File: config.mk
export PLATFORM = sky130hd
export DESIGN_NAME = hyperbus_rwds_lat_sampler
export DESIGN_NICKNAME = d
export VERILOG_FILES = /design/src/rtl/hyperbus_rwds_lat_sampler_pkg.sv /design/src/rtl/hyperbus_rwds_lat_sampler_dual_capture.sv /design/src/rtl/hyperbus_rwds_lat_sampler.sv
export SDC_FILE = /design/constraint.sdc
export NUM_CORES = 1
export LEC_CHECK = 0
export ABC_CLOCK_PERIOD_IN_PS = 3200
export CAP_MARGIN = 0
export CORE_AREA = 10 10 75 102
export CTS_BUF_LIST = sky130_fd_sc_hd__clkbuf_8
export DETAILED_ROUTE_END_ITERATION = 8
export DIE_AREA = 0 0 85 112
export DONT_BUFFER_PORTS = 1
export PLACE_DENSITY_LB_ADDON = 0.3
export SKIP_CTS_REPAIR_TIMING = 1
export SYNTH_ARGS = -nofsm -noshare
export SYNTH_HDL_FRONTEND = slang
export SYNTH_SLANG_ARGS = --single-unit
File: constraint.sdc
create_clock -name tx_clk_90 -period 3.2 [get_ports tx_clk_90]
set_input_delay 0.64 -clock tx_clk_90 [delete_from_list [all_inputs] [get_ports tx_clk_90]]
set_output_delay 0.64 -clock tx_clk_90 [all_outputs]
set_load 0.02 [all_outputs]
File: src/rtl/hyperbus_rwds_lat_sampler_pkg.sv
// Shared types and helpers for the HyperBus RWDS latency sampler.
// Holds the control FSM encoding and the sample majority vote.
package hyperbus_rwds_lat_sampler_pkg;

  typedef enum logic [1:0] {
    IDLE,
    COUNT,
    VOTE,
    WAIT_REL
  } state_e;

  localparam int unsigned MaxSamples = 7;

  // Only the low n bits of s take part in the vote.
  function automatic logic majority(logic [6:0] s, int n);
    int ones;
    ones = 0;
    for (int i = 0; i < 7; i++) begin
      if ((i < n) && s[i]) ones++;
    end
    return (ones > (n / 2));
  endfunction

endpackage

File: src/rtl/hyperbus_rwds_lat_sampler_dual_capture.sv
// RWDS capture: a negedge flop plus the posedge sample shift register.
// The polarity select picks which edge's view of RWDS gets shifted in.
module hyperbus_rwds_dual_capture #(
  parameter int NumSamples = 3
) (
  input  logic                  tx_clk_90,
  input  logic                  rst_ni,
  input  logic                  rwds,
  input  logic                  pol,
  input  logic                  shift_en,
  input  logic                  clear,
  output logic [NumSamples-1:0] samples
);

  logic neg_q;
  logic bit_sel;

  always_ff @(negedge tx_clk_90 or negedge rst_ni) begin
    if (!rst_ni) begin
      neg_q <= 1'b0;
    end else begin
      neg_q <= rwds;
    end
  end

  // pol=1 takes the value seen at the preceding negedge, pol=0 the live pad.
  assign bit_sel = pol ? neg_q : rwds;

  always_ff @(posedge tx_clk_90 or negedge rst_ni) begin
    if (!rst_ni) begin
      samples <= '0;
    end else if (clear) begin
      samples <= '0;
    end else if (shift_en) begin
      samples <= NumSamples'({samples, bit_sel});
    end
  end

endmodule

File: src/rtl/hyperbus_rwds_lat_sampler.sv
// RWDS latency sampler: counts tx_clk_90 edges after CS assertion, samples
// RWDS over a configurable window, majority-votes and reports per chip.
module hyperbus_rwds_lat_sampler
  import hyperbus_rwds_lat_sampler_pkg::*;
#(
  parameter int NumChips     = 2,
  parameter int EdgeIdxWidth = 4,
  parameter int NumSamples   = 3
) (
  input  logic                                              tx_clk_90,
  input  logic                                              rst_ni,
  input  logic [EdgeIdxWidth-1:0]                           cfg_edge_idx_i,
  input  logic                                              cfg_edge_pol_i,
  input  logic [NumChips-1:0]                               hyper_cs_ni,
  input  logic                                              hyper_rwds_i,
  output logic                                              rwds_sample_o,
  output logic                                              rwds_valid_o,
  output logic [((NumChips > 1) ? $clog2(NumChips) : 1)-1:0] rwds_chip_o,
  output logic [NumChips-1:0]                               rwds_lat_o,
  output logic                                              abort_o,
  output logic                                              cs_err_o
);

  localparam int ChipW    = (NumChips > 1) ? $clog2(NumChips) : 1;
  localparam int CntWidth = EdgeIdxWidth + 3;

  state_e                  state_q;
  logic [CntWidth-1:0]     cnt_q;
  logic [EdgeIdxWidth-1:0] idx_q;
  logic                    pol_q;
  logic [ChipW-1:0]        chip_q;

  logic                    cs_act;
  logic [NumChips-1:0]     cs_low;
  logic                    multi_low;
  logic [ChipW-1:0]        act_chip;
  logic [EdgeIdxWidth-1:0] idx_cur;
  logic                    pol_cur;
  logic [CntWidth-1:0]     win_lo;
  logic [CntWidth-1:0]     win_hi;
  logic                    sample_en;
  logic                    last_sample;
  logic                    cap_clear;
  logic [NumSamples-1:0]   samples;
  logic                    vote;

  assign cs_act    = ~&hyper_cs_ni;
  assign cs_low    = ~hyper_cs_ni;
  assign multi_low = |(cs_low & (cs_low - NumChips'(1)));

  always_comb begin
    act_chip = '0;
    for (int i = NumChips - 1; i >= 0; i--) begin
      if (!hyper_cs_ni[i]) act_chip = ChipW'(i);
    end
  end

  // The IDLE->COUNT edge is already a sampling edge for idx=0, so it has to
  // use the incoming configuration rather than the latched one.
  assign idx_cur = (state_q == IDLE) ? cfg_edge_idx_i : idx_q;
  assign pol_cur = (state_q == IDLE) ? cfg_edge_pol_i : pol_q;
  assign win_lo  = CntWidth'(idx_cur);
  assign win_hi  = win_lo + CntWidth'(NumSamples - 1);

  assign sample_en   = cs_act && ((state_q == IDLE) || (state_q == COUNT)) &&
                       (cnt_q >= win_lo) && (cnt_q <= win_hi);
  assign last_sample = sample_en && (cnt_q == win_hi);

  // Samples are emptied whenever a transaction ends so IDLE always starts clean.
  assign cap_clear = (state_q == VOTE) || ((state_q == COUNT) && !cs_act);

  hyperbus_rwds_dual_capture #(
    .NumSamples(NumSamples)
  ) u_capture (
    .tx_clk_90(tx_clk_90),
    .rst_ni   (rst_ni),
    .rwds     (hyper_rwds_i),
    .pol      (pol_cur),
    .shift_en (sample_en),
    .clear    (cap_clear),
    .samples  (samples)
  );

  assign vote = majority(7'(samples), NumSamples);

  always_ff @(posedge tx_clk_90 or negedge rst_ni) begin
    if (!rst_ni) begin
      state_q       <= IDLE;
      cnt_q         <= '0;
      idx_q         <= '0;
      pol_q         <= 1'b0;
      chip_q        <= '0;
      rwds_sample_o <= 1'b0;
      rwds_valid_o  <= 1'b0;
      rwds_chip_o   <= '0;
      rwds_lat_o    <= '0;
      abort_o       <= 1'b0;
      cs_err_o      <= 1'b0;
    end else begin
      rwds_valid_o <= 1'b0;
      abort_o      <= 1'b0;
      if (multi_low) cs_err_o <= 1'b1;

      case (state_q)
        IDLE: begin
          if (cs_act) begin
            idx_q   <= cfg_edge_idx_i;
            pol_q   <= cfg_edge_pol_i;
            chip_q  <= act_chip;
            cnt_q   <= CntWidth'(1);
            state_q <= last_sample ? VOTE : COUNT;
          end
        end

        COUNT: begin
          if (!cs_act) begin
            state_q <= IDLE;
            cnt_q   <= '0;
            abort_o <= 1'b1;
          end else begin
            if (cnt_q != {CntWidth{1'b1}}) cnt_q <= cnt_q + CntWidth'(1);
            if (last_sample) state_q <= VOTE;
          end
        end

        VOTE: begin
          rwds_sample_o      <= vote;
          rwds_valid_o       <= 1'b1;
          rwds_chip_o        <= chip_q;
          rwds_lat_o[chip_q] <= vote;
          cnt_q              <= '0;
          // One result per CS assertion: hold off until CS is seen released.
          state_q            <= cs_act ? WAIT_REL : IDLE;
        end

        WAIT_REL: begin
          if (!cs_act) state_q <= IDLE;
        end

        default: state_q <= IDLE;
      endcase
    end
  end

endmodule

After elaboration in Yosys (flattened, before gate mapping)
Index checks and enable logic that the tools add are counted.
{"block": "totals", "latch_bits": 0, "mem_count": 0, "mem_bits_ro": 0, "reg_bits": 26, "ram_bits": 0}
{"block": "op_classes", "eq_ne": 9, "n_reduce_logical": 17, "multipliers": 0, "n_lt_le_gt_ge": 5, "bitwise": 3, "div_mod_pow": 0, "n_mux": 27, "shift": 0, "add_sub_neg": 5}
{"op": "$gt 32x2->1 const B", "n": 1}
{"op": "$mux 7", "n": 3}
{"op": "$pmux 7 s3", "n": 1}
{"op": "$mux 2", "n": 7}
{"op": "$mux 1", "n": 9}
{"op": "$mux 3", "n": 3}
{"op": "$pmux 2 s4", "n": 1}
{"op": "$add 7x1->7 const B", "n": 1}
{"op": "$eq 7x5->1", "n": 1}
{"op": "$ge 7x4->1", "n": 1}
{"op": "$le 7x5->1", "n": 1}
{"op": "$ne 7x7->1 const B", "n": 1}
{"op": "$logic_and 1x1->1", "n": 6}
{"op": "$reduce_and 3->1", "n": 2}
{"op": "$add 4x2->5 const B", "n": 1}
{"op": "$eq 2x2->1 const B", "n": 2}
{"op": "$mux 4", "n": 1}
{"op": "$ne 2x2->1 const B", "n": 2}
{"op": "$reduce_and 2->1", "n": 2}
{"op": "$add 2x1->3 const B", "n": 1}
{"op": "$ne 3x2->1 const B", "n": 1}
{"op": "$ne 3x3->1 const B", "n": 1}
{"op": "$reduce_bool 3->1", "n": 1}
{"op": "$add 1x1->2 const B", "n": 1}
{"op": "other kinds (14)", "n": 15}

Depth between registers and ports, before layout
Gate-level depths: netlist (run 1).
{"block": "depth", "word_depth": 9, "ltp_mapped": 13}

By module
Synthesis (run 1) repeated with hierarchy kept, for this count alone.
{"block": "hier_totals", "cells_unflattened": 166, "area_unflattened_um2": 1639.1}
{"module": "hyperbus_rwds_lat_sampler", "seq_area_each_um2": 550.5, "cells_per_inst": 155, "area_per_inst_um2": 1490.2, "instances": 1}
{"module": "hyperbus_rwds_dual_capture", "seq_area_each_um2": 100.1, "cells_per_inst": 11, "area_per_inst_um2": 148.9, "instances": 1}

==> results of run 1 <==
==> final cells by class <==
type	count	share of cell area [%]
multi-input cells	120	52.7
flip-flops and latches	26	35.9
well taps	70	4.84
clock buffers	4	3.04
inverters	11	2.28
repair buffers	3	1.24
==> Yosys cell counts, types with 2 or more instances <==
| master | count |
|---|---|
| inv_1 | 11 |
| dfrtp_1 | 25 |
| nor2b_1 | 3 |
| and3_1 | 6 |
| ha_1 | 14 |
| a21oi_1 | 10 |
| mux2i_1 | 6 |
| o21ai_0 | 11 |
| o2bb2ai_1 | 5 |
| a31oi_1 | 3 |
| clkbuf_1 | 3 |
| and2_1 | 2 |
| nand2b_1 | 6 |
| mux2_2 | 10 |
| nand2_1 | 12 |
| nor2_1 | 6 |
==> per-layer routing <==
metal	GRT usage, %	wire length, um	up-vias	share of wire (%)
met2	12.7	1710	18	51
li1	-	-	585	-
met1	8.03	1390	563	42
met3	1.68	163	2	4.9
met5	0	0	-	0
met4	3.96	54	0	1.6
==> where the power goes <==
| part | switching (uW) | internal (uW) | total, uW |
|---|---|---|---|
| combinational | 456 | 404 | 860 |
| sequential | 98.2 | 426 | 524 |
| clock | 103 | 110 | 213 |
| total | 657 | 940 | 1600 |
==> sequential cells by signal, indices dropped and copies added, names as in the netlist, 2 cells and up <==
| signal | flops |
|---|---|
| idx_q | 4 |
| state_q | 2 |
| u_capture.samples | 3 |
| rwds_lat_o | 2 |
| cnt_q | 7 |
==> logic make-up (layout without fill, tap and decap cells) <==
kind of cell,count (synthesis),after routing
adder cells (fa/ha/maj),14,14
XOR/XNOR,1,1
multiplexers,18,18
buffers and inverters,17,18
flip-flops,26,26
AND/OR/NAND/NOR,43,43
AO/OA/AOI/OAI,44,44
==> stage by stage <==
stage	setup WS, ps	cells	hold slack, ps	total power, uW
global route	41.1	234	41.0	1740
floorplan	190	163	344	1240
detailed placement	163	230	346	1400
CTS	149	234	43.0	1610
finish	252	234	54.3	1600
global placement	246	230	346	1390
==> worst reg2reg max path, cell delays in order (launching register included) <==
cell and delay (ps):
dfrtp_1 410, inv_1 120, ha_2 290, mux2_2 360, ha_1 210, xor2_1 160, ha_1 340, nand4_1 150
o22ai_1 190, a21oi_1 100, a211oi_4 310, mux2i_1 220
==> layout by cell type, fill, tap and decap left out, types with 2 or more instances in the layout <==
master,netlist,routed
dfrtp_1,25,25
a21oi_1,10,10
mux2i_1,6,6
and2_1,2,2
a31oi_1,3,3
ha_1,14,13
o21ai_0,11,11
mux2_2,10,10
nand2_1,12,12
nand2b_1,6,6
clkbuf_8,0,4
o2bb2ai_1,5,5
buf_4,1,3
nor2b_1,3,3
nor2_1,6,6
inv_1,11,11
and3_1,6,6
==> path summary, 6_finish.rpt <==
path	to	slack [ps]	start	depth (start not counted)
max	u_capture.samples[2]$_DFFE_PN0P_	250	state_q[1]$_DFFE_PN0P_	11
min	cnt_q[5]$_DFFE_PN0P_	50	rst_ni	0
max reg2reg	u_capture.samples[2]$_DFFE_PN0P_	250	state_q[1]$_DFFE_PN0P_	11
min reg2reg	idx_q[2]$_DFFE_PN0P_	510	idx_q[2]$_DFFE_PN0P_	1
max in group asynchronous	u_capture.neg_q$_DFF_NN0_	1550	rst_ni	0
min in group tx_clk_90	cs_err_o$_DFFE_PN0P_	440	hyper_cs_ni[0]	1
==> results.py, run 1 <==
metrics = {
    "status": {
        "status": "complete, no violations",
    },
    "cells_and_area": {
        "seqCellArea_sq_um": 651,
        "nets": 189,
        "multiInputGateArea_sq_um": 953,
        "fillers": 607,
        "area_growth_pct": 7.90,
        "fin_area_sq_mm": 0.00181,
        "final_layout_size_suffix_gt1_share_pct": 17.7,
        "insertedDiodeCount": 0,
        "utilization_pct": 31.1,
    },
    "sta": {
        "timing.slew.headroom_pct": 48.2,
        "grt_setup_unrepaired": "false",
        "final.setup.tns_ps": 0,
        "slew_violations": 0,
        "finalCritPeriodShare_pct": 92.1,
        "fmaxAchievable_ghz": 0.339,
        "worst_pin_slew_ps": 771,
        "fin_crit_ps": 2950,
        "finalSetupViolations": 0,
        "hold_violations": 0,
        "fin_worst_skew_ps": 10.3,
    },
    "job": {
        "max-cap-violations": 0,
    },
    "detailed_routing": {
        "routedWlPerCell_um": 14.2,
        "drt_first_iter_violations": 59,
        "first_pass_iters": 4,
        "via_per_inst": 4.99,
        "wirelength_mm": 3.31,
        "drtAntennaViolNets": 0,
        "vias": 1168,
        "drc": 0,
    },
    "logic_synthesis": {
        "syn-num-nets": 187,
        "netlist_area_sq_mm": 0.00168,
        "ys.flop_type": "dfrtp_1",
        "ys_seq_area_share_pct": 38.8,
        "netlist.area_leader.share_pct": 37.3,
        "synth_area_leaders": "dfrtp_1 (37%), ha_1 (10%), mux2_2 (6.7%)",
        "synth_async_sr_flop_share_pct": 100,
        "synth_top_area_cell": "dfrtp_1",
        "ys_seq_elements": 26,
        "syn_inst": 163,
        "synthXorXnorAreaFrac_pct": 0.522,
        "synth_simple_gate_area_share_pct": 13.6,
        "ys_warn_count": 0,
        "synth_top_family_by_area": "compound AO/OA/AOI/OAI gates",
        "synth_cell_type_count": 46,
        "avgSynthCellArea_sq_um": 10.3,
        "synthAdderAreaFrac_pct": 10.4,
        "synth-edff-count": 0,
        "synth_mux_area_share_pct": 12.0,
        "synth_compound_area_share_pct": 20.1,
    },
    "floorplan": {
        "initial_utilization_pct": 28.8,
        "num_rows": 33,
        "num_io_pins": 17,
        "core_sq_mm": 0.00582,
        "die_w_um": 85,
        "dieArea_sq_mm": 0.00952,
        "die_height_um": 112,
    },
    "hold_path": {
        "min_path_type": "in2async",
    },
    "clock_tree": {
        "cts_tree": "yes",
        "cts_root_buf": "clkbuf_8",
        "clkSinkCount": 26,
        "cts_made_buffers": 3,
        "ctsLongestPathBuffers": 2,
        "clkTransAtPathRegs_ps": 90,
        "htreeDepth": 1,
        "clkLatencyLatePin_ps": 280,
    },
    "setup_path": {
        "worst-path-buf-inv": 1,
        "critPathMaxFanout": 6,
        "cp_data_arrival_time_ps": 3140,
        "path_class": "reg2reg",
        "critical-path-max-stage-delay_ps": 410,
        "cp_cell_sequence": "inv_1, ha_2, mux2_2, ha_1, xor2_1, ha_1, nand4_1, o22ai_1, a21oi_1, a211oi_4, mux2i_1",
        "worstPathRequired_ps": 3400,
        "end_kind": "register",
        "crit_family": "adder cells",
        "slowest_stage": "dfrtp_1",
        "start_kind": "register",
        "cpMostUsedCell": "ha_1",
    },
    "global_routing": {
        "overflow": 0,
        "grt_pass1_vias": 1246,
        "antenna_found_initial": 0,
        "grt_max_degree": 27,
        "grtUsageTotal_pct": 7.35,
        "grt_pass1_wl_mm": 5.89,
    },
    "placed_design": {
        "dp_hpwl_mm": 2.63,
        "gp_congestion": 0.782,
        "place_area_sq_mm": 0.00175,
        "numPortBuffers": 0,
    },
    "power": {
        "power_leakage_uw": 0.000798,
        "peakVddDrop_v": 0.000243,
        "power_density_mw_per_mm2": 882,
    },
}
Note: power is estimated with default switching activity, not from simulation.
==> inputs of run 2 (changes only) <==
- CORE_AREA: 10 10 75 102 -> 10 10 74 101
- DIE_AREA: 0 0 85 112 -> 0 0 84 111
- SYNTH_HIERARCHICAL: unset -> 1
==> run 2 against run 1 <==
  * Critical path depth increased by 1
  * Sequential power increased by 6.7%
  * First-iteration DRC count decreased by 51%
  * Setup slack got worse by 17 ps
  * Non-clock buffer count decreased by 2
  * Highest routed layer unchanged
==> results.py, run 2 <==
metrics = {
    "logic_synthesis": {
        "netlist_area_sq_mm": 0.00164,
        "ys_warn_count": 6,
        "ys_seq_elements": 26,
        "synth_most_common_cell": "dfrtp_1",
        "ys.flop_type": "dfrtp_1",
        "synth_area_leaders": "dfrtp_1 (38%), ha_1 (11%), mux2_2 (8.2%)",
        "synth-edff-count": 0,
        "ys_seq_area_share_pct": 39.7,
        "synth_cell_type_count": 42,
        "netlist.area_leader.share_pct": 38.2,
        "avgSynthCellArea_sq_um": 9.87,
        "syn_inst": 166,
        "synth_common_cells": "dfrtp_1 (25), ha_1 (15), mux2_2 (12)",
        "synth_top_area_cell": "dfrtp_1",
        "synth_async_sr_flop_share_pct": 100,
        "syn-num-nets": 191,
    },
    "floorplan": {
        "core_sq_mm": 0.00570,
        "initial_utilization_pct": 28.8,
        "dieArea_sq_mm": 0.00932,
        "die_height_um": 111,
        "num_io_pins": 17,
        "num_rows": 33,
        "die_w_um": 84,
    },
    "placed_design": {
        "dp_hpwl_mm": 2.70,
        "gp_congestion": 0.878,
        "dp_cells": 231,
        "place_area_sq_mm": 0.00170,
        "numPortBuffers": 0,
    },
    "global_routing": {
        "grt_max_degree": 27,
        "antenna_found_initial": 0,
        "grt_pass1_vias": 1211,
        "overflow": 0,
        "grt_pass1_wl_mm": 6.00,
        "grtUsageTotal_pct": 7.65,
    },
    "clock_tree": {
        "ctsLongestPathBuffers": 2,
        "clkLatencyLatePin_ps": 270,
        "clkTransAtPathRegs_ps": 100,
        "cts_root_buf": "clkbuf_8",
        "clkSinkCount": 26,
        "cts_tree": "yes",
        "htreeDepth": 1,
        "cts_made_buffers": 3,
    },
    "hold_path": {
        "min_path_type": "in2async",
    },
    "status": {
        "status": "complete, no violations",
    },
    "sta": {
        "final.setup.tns_ps": 0,
        "fin_worst_skew_ps": 13.1,
        "fin_crit_ps": 2970,
        "finalSetupViolations": 0,
        "timing.slew.headroom_pct": 61.4,
        "worst_pin_slew_ps": 574,
        "grt_setup_unrepaired": "false",
        "finalCritPeriodShare_pct": 92.7,
        "fmaxAchievable_ghz": 0.337,
        "hold_slack_ps": 47.1,
        "slew_violations": 0,
        "hold_violations": 0,
    },
    "setup_path": {
        "end_kind": "register",
        "worstPathRequired_ps": 3360,
        "r2r-start": "state_q[0]$_DFFE_PN0P_",
        "r2r_end": "u_capture/samples[2]$_DFFE_PN0P_",
        "reg2reg_depth": 12,
        "critPathMaxFanout": 6,
        "reg2reg_slack_ps": 230,
        "start_kind": "register",
        "critPathLaunch": "state_q[0]$_DFFE_PN0P_",
        "cp_data_arrival_time_ps": 3120,
        "path_class": "reg2reg",
    },
    "cells_and_area": {
        "area_growth_pct": 6.49,
        "largestRegisters": "cnt_q x7, idx_q x4, u_capture/samples x3",
        "fin_area_sq_mm": 0.00175,
        "layout_common_cells": "dfrtp_1 (25), ha_1 (15), inv_1 (12), mux2_2 (12)",
        "insertedDiodeCount": 0,
        "final_layout_size_suffix_gt1_share_pct": 14.5,
        "layout_commonest_cell": "dfrtp_1",
        "nets": 191,
        "top_register": "cnt_q",
        "fillers": 587,
        "finalNonFillerCells": 235,
        "largest_register_ffs": 7,
    },
    "job": {
        "max-cap-violations": 0,
    },
    "detailed_routing": {
        "drc": 0,
        "via_per_inst": 5.06,
        "first_pass_iters": 4,
        "drt_first_iter_violations": 29,
        "vias": 1190,
        "wirelength_mm": 3.50,
        "routedWlPerCell_um": 14.9,
        "drtAntennaViolNets": 0,
    },
    "power": {
        "power_leakage_uw": 0.000774,
        "peakVddDrop_v": 0.000234,
        "power_density_mw_per_mm2": 918,
        "p_total_uw": 1600,
    },
}
run 2: area by class of cell:
| cell class | instances | area [sq um] | area share (%) |
|---|---|---|---|
| flip-flops and latches | 26 | 651 | 37.3 |
| clock buffers | 3 | 41.3 | 2.37 |
| clock inverters | 1 | 3.75 | 0.215 |
| inverters | 11 | 41.3 | 2.37 |
| well taps | 70 | 87.6 | 5.02 |
| multi-input cells | 123 | 913 | 52.3 |
| repair buffers | 1 | 7.51 | 0.430 |
run 2: worst max path at each step:
stage                     slack, ps                               end  cells past startpoint
after floorplan                 440  u_capture/samples[1]$_DFFE_PN0P_                     13
after global placement          340  u_capture/samples[1]$_DFFE_PN0P_                     12
after detailed placement        270  u_capture/samples[2]$_DFFE_PN0P_                     12
after CTS                       240  u_capture/samples[2]$_DFFE_PN0P_                     12
after global routing             30  u_capture/samples[2]$_DFFE_PN0P_                     12
final                           230  u_capture/samples[2]$_DFFE_PN0P_                     12
run 2: routing by layer:
| metal | part of all wire [%] | vias to the layer above | track usage [%] |
|---|---|---|---|
| li1 | - | 599 | - |
| met1 | 42 | 577 | 8.12 |
| met2 | 53 | 12 | 13.7 |
| met3 | 3.6 | 2 | 1.62 |
| met4 | 1.8 | 0 | 3.81 |
| met5 | 0 | - | 0 |
run 2: logic make-up after synthesis:
family	Yosys count	share of synthesized area, %
and+or+nand+nor	52	16.6
buffers and inverters	17	4.58
DFF	26	39.7
xor gates and xnor gates	1	0.534
adders and majority gates	15	11.5
AOI/OAI and AO/OA	39	16.4
muxes	16	10.7
run 2: power by group:
| part | internal (uW) | total [uW] | leakage, uW | switching, uW |
|---|---|---|---|---|
| Combinational | 402 | 852 | 0.000419 | 450 |
| Sequential | 436 | 559 | 0.000328 | 123 |
| Clock | 85.9 | 191 | 0.0000269 | 105 |
run 2: worst max-delay path, cell delays in order, from the launching register on:
cell and delay [ps]:
dfrtp_1 430, inv_1 130, ha_1 340, mux2_2 410
ha_1 220, xor2_1 160, ha_1 330, nand3_1 100
o22ai_1 120, a31oi_1 50, nor2_1 290, mux2i_1 220
nor2_1 60
run 2: stage by stage:
| step | utilization (%) | setup slack [ps] |
|---|---|---|
| 6_report | 30.6 | 235 |
| 5_1_grt | 30.6 | 28.1 |
| 4_1_cts | 30.6 | 240 |
| 3_5_place_dp | 29.8 | 272 |
| 3_3_place_gp | 29.8 | 339 |
| 2_1_floorplan | - | 440 |
